[src/rtl/clock_divider_prog.sv]
// Multi-channel programmable clock divider: per-channel 50%-duty divided clock plus
// one-cycle tick, with double-buffered divisors that switch only on a period boundary.
module clock_divider_prog #(
  parameter int          NUM_CH      = 2,
  parameter int          CNT_W       = 24,
  parameter int unsigned DEFAULT_DIV = 208332
) (
  input  logic              clk,
  input  logic              rst,
  input  logic              en,
  input  logic              sync,
  input  logic [CNT_W-1:0]  div_in,
  input  logic [NUM_CH-1:0] div_load,
  output logic [NUM_CH-1:0] dclk,
  output logic [NUM_CH-1:0] tick,
  output logic [NUM_CH-1:0] div_pending
);

  localparam logic [CNT_W-1:0] RESET_DIV = CNT_W'(DEFAULT_DIV);

  for (genvar i = 0; i < NUM_CH; i++) begin : g_ch
    logic [CNT_W-1:0] cnt;
    logic [CNT_W-1:0] div_act;
    logic [CNT_W-1:0] div_shadow;
    logic             dclk_q;
    logic             tick_q;
    logic             pend_q;
    logic             terminal;

    assign terminal = (cnt == div_act);

    // A load landing on a terminal edge must not be applied there, otherwise the
    // period that the terminal opens would already use a half-captured divisor.
    always_ff @(posedge clk or posedge rst) begin
      if (rst) begin
        cnt        <= '0;
        div_act    <= RESET_DIV;
        div_shadow <= RESET_DIV;
        dclk_q     <= 1'b0;
        tick_q     <= 1'b0;
        pend_q     <= 1'b0;
      end else if (sync) begin
        cnt     <= '0;
        dclk_q  <= 1'b0;
        tick_q  <= 1'b0;
        div_act <= div_shadow;
        if (div_load[i]) begin
          div_shadow <= div_in;
          pend_q     <= 1'b1;
        end else begin
          pend_q <= 1'b0;
        end
      end else begin
        if (en) begin
          if (terminal) begin
            cnt    <= '0;
            dclk_q <= ~dclk_q;
            tick_q <= 1'b1;
            if (pend_q && !div_load[i]) begin
              div_act <= div_shadow;
              pend_q  <= 1'b0;
            end
          end else begin
            cnt    <= cnt + 1'b1;
            tick_q <= 1'b0;
          end
        end else begin
          tick_q <= 1'b0;
        end
        if (div_load[i]) begin
          div_shadow <= div_in;
          pend_q     <= 1'b1;
        end
      end
    end

    assign dclk[i]        = dclk_q;
    assign tick[i]        = tick_q;
    assign div_pending[i] = pend_q;
  end

endmodule

[config.mk]
export PLATFORM = sky130hd
export DESIGN_NAME = clock_divider_prog
export DESIGN_NICKNAME = d
export VERILOG_FILES = /design/src/rtl/clock_divider_prog.sv
export SDC_FILE = /design/constraint.sdc
export NUM_CORES = 1
export LEC_CHECK = 0
export CORE_AREA = 2 2 136 111
export DETAILED_ROUTE_END_ITERATION = 8
export DIE_AREA = 0 0 138 113
export PLACE_DENSITY = 0.8
export SLEW_MARGIN = 20
export SYNTH_ARGS = -nofsm -noshare
export SYNTH_HDL_FRONTEND = slang
export SYNTH_SLANG_ARGS = --single-unit
export TNS_END_PERCENT = 100
[constraint.sdc]
create_clock -name clk -period 6.14 [get_ports clk]
set_input_delay 1.228 -clock clk [delete_from_list [all_inputs] [get_ports clk]]
set_output_delay 1.228 -clock clk [all_outputs]
set_load 0.005 [all_outputs]
======== Word-level counts from Yosys, hierarchy flattened ========
Index checks and enable logic that the tools add are counted.
storage, ports and cells
  register bits after elaboration ......... 150
  input bits .............................. 30
  word-level logic and storage cells ...... 77
operators by class
  $add $sub $neg .......................... 2
  equality and inequality tests ........... 2
  mux-type cells .......................... 38
  bitwise gates (word level) .............. 2
  reductions and logical operators ........ 21
operators with widths
  cell                                            count
  two-way mux 24 bit                              14
  adder 24 x 1 -> 24 bit (second input constant)  2
  == test 24 bit                                  2
  two-way mux 1 bit                               24
  nonzero test 3 bit                              6
  AND reduction 3 bit                             4
  nonzero test 2 bit                              5
  AND reduction 2 bit                             2
  logical AND 1 bit                               2
  zero test 1 bit                                 2
  NOT 1 bit                                       2

======== Depth between registers and ports, before layout ========
  depth in word-level cells ............... 7
  gate-level depth with buffers ........... 8
  gate-level depth less buffers ........... 6

======== Worst setup path before layout ========
OpenSTA, ideal clock, no wires.
  path kind ............................... in2reg
  start point ............................. input port div_load[1]
  end point ............................... register g_ch[1].div_act[0]
  library setup time ...................... 0.125 ns
  data arrival time ....................... 2.573 ns
  required time ........................... 6.015 ns
  path slack .............................. 3.442 ns
  stages on the path ...................... 5
  path buffers ............................ 2
  path through ............................ clkbuf_1 -> nor2b_1 -> a41oi_1 -> buf_2 -> mux2_2
on the way
  cells in the longest elaborated chain, start to end .. 4
ends and longest elaborated chain
  what                           RTL line  text
  start: declaration             13        input logic [NUM_CH-1:0] div_load,
  zero test 1 bit                59        if (pend_q && !div_load[i]) begin
  logical AND 1 bit              59
  nonzero test 2 bit (no line)   n/a
  AND reduction 3 bit (no line)  n/a
  end signal: assignment         46        div_act <= div_shadow;
  end signal: assignment         60        div_act <= div_shadow;
  end: declaration               23        logic [CNT_W-1:0] div_act;
No other way between the ends.
A chain may end at the register's enable or synchronous reset.

======== Worst setup path in the final report ========
  start point ............................. input port sync
  end point ............................... register g_ch[1].cnt[15]
on the way
  cells in the longest elaborated chain, start to end .. 1
  elaborated cells between the ends (all ways) .. 2
ends and longest elaborated chain
  what                                                      RTL line  text
  start: declaration                                        11        input logic sync,
  two-way mux 24 bit or nonzero test 2 bit (tied branches)  n/a
  end signal: assignment                                    64        cnt <= cnt + 1'b1;
  end: declaration                                          22        logic [CNT_W-1:0] cnt;
Parallel ways exist; a longest one is shown, timed or not.

==> results.md <==
- Area growth syn-to-layout: 14.6%
- Compound-cell area share of the yosys netlist: 0.0276
- Final cycle utilization of the critical path: 0.533
- Syn avg cell area: 12.5 µm²
- Nets: 622
- FF+latch count, synth: 150
- Flop pwr share: 0.482
- Die outline width: 138 µm
- Initial Util: 0.496
- Tmin final: 3.27 ns
- Worst skew pair latency: 0.42 ns
- Worst vdd ir: 247 µV
- Drt drc: 0
- Post-Syn Area: 7020 µm²
- Worst slew margin: 0.365
- Final cell count without fillers: 787
- Total number of vias: 4,507
- GRT Util Overall: 0.211
- Post-synth EDFFs: 0
- LEAKAGE: 3.30 nW
- Gate Count Post-Synth: 562
- Max Clk Rate: 306 MHz
- Crit path max fanout: 13
- Final setup fails: 0
- Synth Flop Type: dfrtp_1
- Seq. cell area: 3800 µm²
- Final wirelength: 15.7 mm
- Via/cell ratio: 5.73
- Num CTS Buffers: 17
- Setup bufs post-CTS: 0
- Vias in the first global route: 4,539
- Endpoint class of the critical path: flip-flop
- Die ar.: 15,600 µm²
- Layout cells sized above 1: 0.310
- Synth Area in Adders: 0.00357
- Worst slew pin tran: 0.949 ns
- PortBufs: 35
- Clock share of power: 0.421
- Number of synthesis warnings: 0
- Most frequent cells in the layout: 110 x dfrtp_1, 78 x mux2_2, 57 x nor2_1
- Worst-path clk slew: 0.06 ns
- Unrepaired setup endpoints after global routing: no
- Clock tree buffer depth: 2
- WL/cell: 20.0 µm
- First-pass GRT wire length: 25.4 mm
- Worst Setup Start Kind: primary input
- CP required: 6.42 ns
- Final Max Slew Viols: 0
- DRT iter0 DRCs: 384
- Post-Synth Simple-Gate Area: 0.117
- Initial antenna violation count: 0
- Hold Buf Count CTS: 0
- # diodes: 0
- Placed cell count: 755
- Filler Cell Count: 1,131
- Core area: 14,200 µm²
- Comb power frac: 0.097
- Sw Ratio: 0.244
- CTS tree: yes
- CP Data Arrival Time: 3.55 ns
- Ys async rst share: 1.00
- Pwr Density: 301 nW/µm²
- Root Buffer: clkbuf_16
- P_int: 1.83 mW
- Grt ovf: 0
- XOR/XNOR Fraction of Synth Area: 0.110
- HP Class: reg -> reg
- Post-Syn Nets: 594
- Max-cap violations: 0
- Final hold vios: 0
- Library cells used by synthesis: 50
- Register area share after synthesis: 0.542
- H-tree level count: 4
- Post-route ant nets: 0
- Status: finished clean
- Die Ht: 113 µm
- Routability congestion estimate: 0.962
- Area of the multi-input gates: 3000 µm²
- FP Rows: 39
- Net switching power figure: 0.590 mW
- Fin Setup TNS: 0 ns
- Commonest non-fill, non-tap cell in the layout: dfrtp_1
- Setup CP Type: in -> reg
- Post-synthesis mux area share: 0.168
- Io pins: 36
- Largest net degree at the start of global routing: 105
- Clock Sinks: 150
- DP HPWL: 10.9 mm
- Number of iterations in the first detailed-routing pass: 5
- Largest family of logic cells by synthesized area: multiplexers
- Cts repair resizes: 0
- Final setup skew: 0.0108 ns
sequential cells by signal, indices dropped and copies added, names as in the netlist:
signal,cells
g_ch.dclk_q,2
g_ch.div_shadow,48
g_ch.cnt,48
g_ch.pend_q,2
g_ch.div_act,48
g_ch.tick_q,2
path summary, 6_finish.rpt:
check	start	endpoint	slack, ns	cells after the start
min in group asynchronous	rst	g_ch[1].div_shadow[18]	1.39	2
max in group asynchronous	rst	g_ch[1].div_shadow[10]	3.59	3
worst max register to register	g_ch[0].cnt[13]	g_ch[0].div_act[9]	3.46	6
worst min-delay path	g_ch[0].div_shadow[0]	g_ch[0].div_act[0]	0.50	1
worst max-delay path	sync	g_ch[1].cnt[15]	2.87	6
worst min register to register	g_ch[0].div_shadow[0]	g_ch[0].div_act[0]	0.50	1
kinds of logic (layout without fill, tap and decap cells):
kind of cell,after synthesis,in the layout
AO/OA/AOI/OAI,25,25
XOR/XNOR,88,88
adder cells (fa/ha/maj),2,2
buffers and inverters,40,81
flip-flops,150,150
multiplexers,98,98
AND/OR/NAND/NOR,159,159
power groups by stage:
stage               Sequential, mW  Combinational, mW  Clock [mW]
detailed placement            1.18              0.234           0
floorplan                     1.15              0.180           0
global placement              1.18              0.224           0
finish                        1.17              0.235        1.02
global route                  1.18              0.255        1.08
CTS                           1.17              0.238        1.04
per-layer routing:
metal | vias to the layer above | track usage | part of all wire
met5 | - | 0 | 0
met3 | 13 | 0.0554 | 0.070
li1 | 2016 | - | -
met1 | 2310 | 0.302 | 0.46
met2 | 168 | 0.322 | 0.46
met4 | 0 | 0.0531 | 0.0072
critical path, stage by stage:
cell and delay (ns):
clkdlybuf4s50_1 0.75, nor2_1 0.35, nor4_1 0.79, nand3_1 0.19
xor2_1 0.19, nor2_1 0.05
cell type report:
class                      instances  area share
clock buffer                      19      0.0538
timing repair buffer              41      0.0492
multi-input combinational        372       0.373
sequential                       150       0.473
inverter                           8     0.00436
clock inverter                    13      0.0182
tap                              184      0.0286
through the flow:
step / hold slack, ns / total power [mW] / util / cell area, µm² / setup WS [ns]
detailed placement: 0.494 / 1.42 / 0.527 / 7460 / 2.50
global placement: 0.485 / 1.40 / 0.527 / 7460 / 2.69
global route: 0.516 / 2.51 / 0.568 / 8040 / 2.65
floorplan: 0.477 / 1.33 / - / 7020 / 0.942
CTS: 0.504 / 2.44 / 0.568 / 8040 / 2.92
finish: 0.504 / 2.42 / 0.568 / 8040 / 2.87
synthesized netlist by cell type (all sizes together), types with 2 or more instances:
| library cell | instances | share of area |
|---|---|---|
| dfrtp | 110 | 0.39 |
| xor2 | 47 | 0.059 |
| o31ai | 2 | 0.0021 |
| nor2 | 57 | 0.030 |
| a31o | 2 | 0.0025 |
| nor2b | 3 | 0.0027 |
| o211ai | 2 | 0.0021 |
| nand3 | 25 | 0.018 |
| and3 | 3 | 0.0027 |
| a221o | 2 | 0.0029 |
| and2 | 2 | 0.0018 |
| dfstp | 40 | 0.15 |
| xnor2 | 41 | 0.051 |
| a21oi | 3 | 0.0021 |
| buf | 17 | 0.020 |
| nor4 | 14 | 0.016 |
| or4 | 3 | 0.0034 |
| nand2 | 16 | 0.0086 |
| a2111oi | 2 | 0.0025 |
| o21ai | 4 | 0.0029 |
| inv | 8 | 0.0043 |
| clkbuf | 15 | 0.0084 |
| nor3 | 8 | 0.0057 |
| or2 | 3 | 0.0027 |
| mux2 | 98 | 0.17 |
| ha | 2 | 0.0036 |
| nand4 | 20 | 0.019 |
(Power assumes the default switching activity.)
